**config.mk**
```make
export PLATFORM = sky130hd
export DESIGN_NAME = alu_cmd_sequencer
export DESIGN_NICKNAME = d
export VERILOG_FILES = /design/src/rtl/alu_cmd_sequencer.sv
export SDC_FILE = /design/constraint.sdc
export NUM_CORES = 1
export LEC_CHECK = 0
export CORE_ASPECT_RATIO = 0.9
export CORE_MARGIN = 2
export CORE_UTILIZATION = 40
export CTS_CLUSTER_SIZE = 8
export DETAILED_ROUTE_END_ITERATION = 8
export GPL_ROUTABILITY_DRIVEN = 0
export PLACE_DENSITY = 0.9
export SLEW_MARGIN = 25
export SYNTH_ARGS = -nofsm -noshare
export SYNTH_HDL_FRONTEND = slang
export SYNTH_SLANG_ARGS = --single-unit
```
**constraint.sdc**
```tcl
create_clock -name clk -period 2.35 [get_ports clk]
set_input_delay 0.5875 -clock clk [delete_from_list [all_inputs] [get_ports clk]]
set_output_delay 0.5875 -clock clk [all_outputs]
set_load 0.01 [all_outputs]
```
**src/rtl/alu_cmd_sequencer.sv**
```systemverilog
// alu_cmd_sequencer - command front-end for an 8-bit ALU with settle timer,
// result capture, accumulator chaining and valid/ready on both sides.
module alu_cmd_sequencer #(
  parameter int         WIDTH         = 8,
  parameter int         SETTLE_CYCLES = 1,
  parameter logic [1:0] OP_ADD        = 2'b00,
  parameter logic [1:0] OP_SUB        = 2'b01,
  parameter logic [1:0] OP_TWO        = 2'b10,
  parameter logic [1:0] OP_XOR        = 2'b11
) (
  input  logic             clk,
  input  logic             rst_n,
  input  logic             in_valid,
  output logic             in_ready,
  input  logic [WIDTH-1:0] in_op_a,
  input  logic [WIDTH-1:0] in_op_b,
  input  logic [1:0]       in_op_code,
  input  logic             in_use_acc,
  output logic [WIDTH-1:0] alu_op_a,
  output logic [WIDTH-1:0] alu_op_b,
  output logic [1:0]       alu_op_code,
  input  logic [WIDTH-1:0] alu_out,
  input  logic             alu_carry,
  output logic             res_valid,
  input  logic             res_ready,
  output logic [WIDTH-1:0] res_data,
  output logic             res_carry,
  output logic             res_zero,
  output logic [WIDTH-1:0] acc,
  output logic             busy
);

  localparam int            CW       = (SETTLE_CYCLES > 1) ? $clog2(SETTLE_CYCLES) : 1;
  localparam logic [CW-1:0] CNT_LOAD = CW'(SETTLE_CYCLES - 1);

  // Op codes pass straight through, but they must still be four distinct encodings.
  if (SETTLE_CYCLES < 1 || OP_ADD == OP_SUB || OP_ADD == OP_TWO || OP_ADD == OP_XOR ||
      OP_SUB == OP_TWO || OP_SUB == OP_XOR || OP_TWO == OP_XOR) begin : g_bad_params
    $error("alu_cmd_sequencer: illegal parameter set");
  end

  typedef enum logic [1:0] {ST_IDLE, ST_SETTLE, ST_RESULT} state_t;

  state_t           state_q, state_d;
  logic [CW-1:0]    cnt_q, cnt_d;
  logic [WIDTH-1:0] op_a_q, op_a_d, op_b_q, op_b_d;
  logic [1:0]       op_code_q, op_code_d;
  logic [WIDTH-1:0] res_data_q, res_data_d, acc_q, acc_d;
  logic             res_carry_q, res_carry_d;
  logic             accept;

  always_comb begin
    state_d     = state_q;
    cnt_d       = cnt_q;
    op_a_d      = op_a_q;
    op_b_d      = op_b_q;
    op_code_d   = op_code_q;
    res_data_d  = res_data_q;
    res_carry_d = res_carry_q;
    acc_d       = acc_q;
    in_ready    = 1'b0;

    case (state_q)
      ST_IDLE: in_ready = 1'b1;
      ST_SETTLE: begin
        if (cnt_q != '0) begin
          cnt_d = cnt_q - 1'b1;
        end else begin
          res_data_d  = alu_out;
          res_carry_d = alu_carry;
          acc_d       = alu_out;
          state_d     = ST_RESULT;
        end
      end
      ST_RESULT: begin
        in_ready = res_ready;
        if (res_ready) state_d = ST_IDLE;
      end
      default: state_d = ST_IDLE;
    endcase

    if (!rst_n) in_ready = 1'b0;
    accept = in_valid && in_ready;

    // In RESULT the consume and the new accept share one edge; acc_q already holds the capture.
    if (accept) begin
      op_a_d    = in_use_acc ? acc_q : in_op_a;
      op_b_d    = in_op_b;
      op_code_d = in_op_code;
      cnt_d     = CNT_LOAD;
      state_d   = ST_SETTLE;
    end
  end

  always_ff @(posedge clk) begin
    if (!rst_n) begin
      state_q     <= ST_IDLE;
      cnt_q       <= '0;
      op_a_q      <= '0;
      op_b_q      <= '0;
      op_code_q   <= '0;
      res_data_q  <= '0;
      res_carry_q <= 1'b0;
      acc_q       <= '0;
    end else begin
      state_q     <= state_d;
      cnt_q       <= cnt_d;
      op_a_q      <= op_a_d;
      op_b_q      <= op_b_d;
      op_code_q   <= op_code_d;
      res_data_q  <= res_data_d;
      res_carry_q <= res_carry_d;
      acc_q       <= acc_d;
    end
  end

  assign alu_op_a    = op_a_q;
  assign alu_op_b    = op_b_q;
  assign alu_op_code = op_code_q;
  assign res_valid   = (state_q == ST_RESULT);
  assign res_data    = res_data_q;
  assign res_carry   = res_carry_q;
  assign res_zero    = (res_data_q == '0);
  assign acc         = acc_q;
  assign busy        = (state_q != ST_IDLE);

endmodule

```
==> results.txt <==
Final #Nets: 238
Mapped Avg Cell Area: 9.107 µm²
Total Power: 1.218 mW
Die Height: 57.56 µm
Share of cells above drive strength 1: 7.246%
Register area: 580.6 µm²
Setup Total Neg Slack: 0 ps
GRT Total Usage: 17.12%
Post-CTS Hold Fix Bufs: 0
Grt total ovfl: 0
R2R depth: 4
Initial core utilization: 41.90%
Max frequency: 455.5 MHz
Vias per Instance: 4.450
Placed Area: 1958 µm²
Crit path required time: 1760 ps
Crit Path Category: reg -> out
Largest net degree at the start of global routing: 30
Number of setup violations in the final report: 0
Status: completed
Commonest non-fill, non-tap cell in the layout: clkdlybuf4s50_1
Critical path startpoint category: flop
Number of global-route vias before repair: 990
Clock skew: 9.570 ps
Reg2Reg Launch Point: state_q[1]
Finished Cell Area: 2044 µm²
Commonest cells after routing, fill and taps aside: 68 x clkdlybuf4s50_1, 36 x nand2_1, 29 x dfxtp_1, 26 x mux2i_1, 11 x inv_1
Initial DRC Count: 32
Total Wirelength: 2.873 mm
P_leak: 0.9155 nW
Syn Nets: 172
Max Root-Sink Buffers: 2
Multi-input logic area: 541.8 µm²
Final Slew Violations: 0
Cell area after technology mapping: 1275 µm²
RR Endpoint: alu_op_code[0]
Relative slew slack: 57.69%
Crit path arrival time: 1610 ps
Netlist cell types: 19
DR vias: 1108
CTS Sinks: 29
Worst Path Max Fanout: 5
Total of max-cap violations: 0
CTS tree: yes
Hold Crit Depth: 2
Fin crit share: 93.42%
Site Rows: 19
Residual DRC: 0
ANT nets after route: 0
Initial antenna violation count: 0
Power Dens Cells: 595.8 nW/µm²
Ports: 71
Root buffer cell: clkbuf_4
CTS buffer count: 5
Min-delay worst type: reg -> reg
Setup Buffers After CTS: 0
Worst setup EP type: output pin
Synth-to-Final Area Change: 60.35%
Peak supply drop: 0.4281 mV
Final Hold Fails: 0
First-pass GRT wire length: 4.774 mm
Worst-margin pin slew: 633.4 ps
#FFs+latches synth: 29
Detailed placement HPWL: 2.146 mm
Die Width: 63.51 µm
Antenna Cells: 0
Synthesized instance count: 140
R2R setup slack: 960 ps
Die ar.: 3656 µm²
Avg WL per Cell: 11.54 µm
WHS: 458.2 ps
PostCTS Resize Cnt: 2
Tmin final: 2195 ps
Hold Startpoint: alu_op_a[4]
Register area share after synthesis: 45.53%
Worst-Skew Late Latency: 330 ps
Clk pin slew, worst setup/hold paths: 100 ps
Port bufs: 70
Core Footprint: 3043 µm²
Yosys warns: 0
Worst Hold Path EP: alu_op_a[4]
DR pass1 iterations: 4
RSZ-0062 raised after global routing: no
CTS H-tree depth: 2
Fillcell total: 295
[power breakdown]
group | leakage, nW | total, mW | internal, mW | switching, mW
clock network | 0.0445 | 0.428 | 0.253 | 0.175
registers | 0.238 | 0.544 | 0.523 | 0.0210
logic | 0.633 | 0.246 | 0.155 | 0.0915
total | 0.916 | 1.22 | 0.931 | 0.287
[synth_stat cells (all sizes together)]
master | count | area (µm²)
nand4bb | 1 | 11.26
nor3 | 1 | 5.000
nand2b | 1 | 6.260
buf | 12 | 92.59
nor2 | 2 | 7.510
a21boi | 9 | 67.56
or2 | 1 | 6.260
nor3b | 1 | 7.510
nand2 | 36 | 135.1
o21a | 1 | 7.510
or4 | 2 | 15.01
mux2i | 26 | 260.3
clkbuf | 4 | 15.01
inv | 12 | 45.04
nor2b | 2 | 12.51
dfxtp | 29 | 580.6
[cells by family after synthesis]
family	count (synthesis)	synth area share (%)
compound gates	10	5.888
buf+inv	28	11.97
flops	29	45.54
mux	26	20.41
simple gates	47	16.19
[worst max-delay path, stage by stage (launching register included)]
cell and delay [ps]:
dfxtp_1 370, or4_1 540, nor2_1 100, dlygate4sd2_1 270
[routing by layer]
layer / up-vias / wire (µm) / global-route usage, %
met5: - / 0 / 0
met4: 0 / 49 / 8.385
met3: 7 / 185 / 5.720
met2: 36 / 1400 / 27.82
met1: 491 / 1238 / 20.44
li1: 574 / - / -
[registers in the layout, indices dropped and copies added, names as in the netlist]
signal       flops
alu_op_b         8
res_carry        1
alu_op_code      2
acc              8
state_q          2
alu_op_a         8
[area by class of cell]
type | count | area share [%]
Multi-Input combinational cell | 83 | 26.50
Tap cell | 42 | 2.570
Sequential cell | 29 | 28.40
Inverter | 12 | 2.203
Timing Repair Buffer | 75 | 35.99
Clock buffer | 6 | 2.509
Clock inverter | 2 | 1.836
[stage by stage]
stage	std cells	util, %	setup slack [ps]
2_1_floorplan	140	-	684.9
3_3_place_gp	241	64.35	-106.9
3_5_place_dp	241	64.35	-107.2
4_1_cts	249	67.19	138.5
5_1_grt	249	67.19	60.46
6_report	249	67.19	154.5
[how the worst max path moves through the flow]
stage	slack, ps	from	end	depth (start not counted)
floorplan	680	rst_n	in_ready	2
global placement	-110	res_ready	in_ready	4
global route	60	acc[4]	res_zero	3
CTS	140	acc[4]	res_zero	3
detailed placement	-110	res_ready	in_ready	4
finish	150	acc[4]	res_zero	3
No activity file was read; power rests on OpenSTA's default activity.
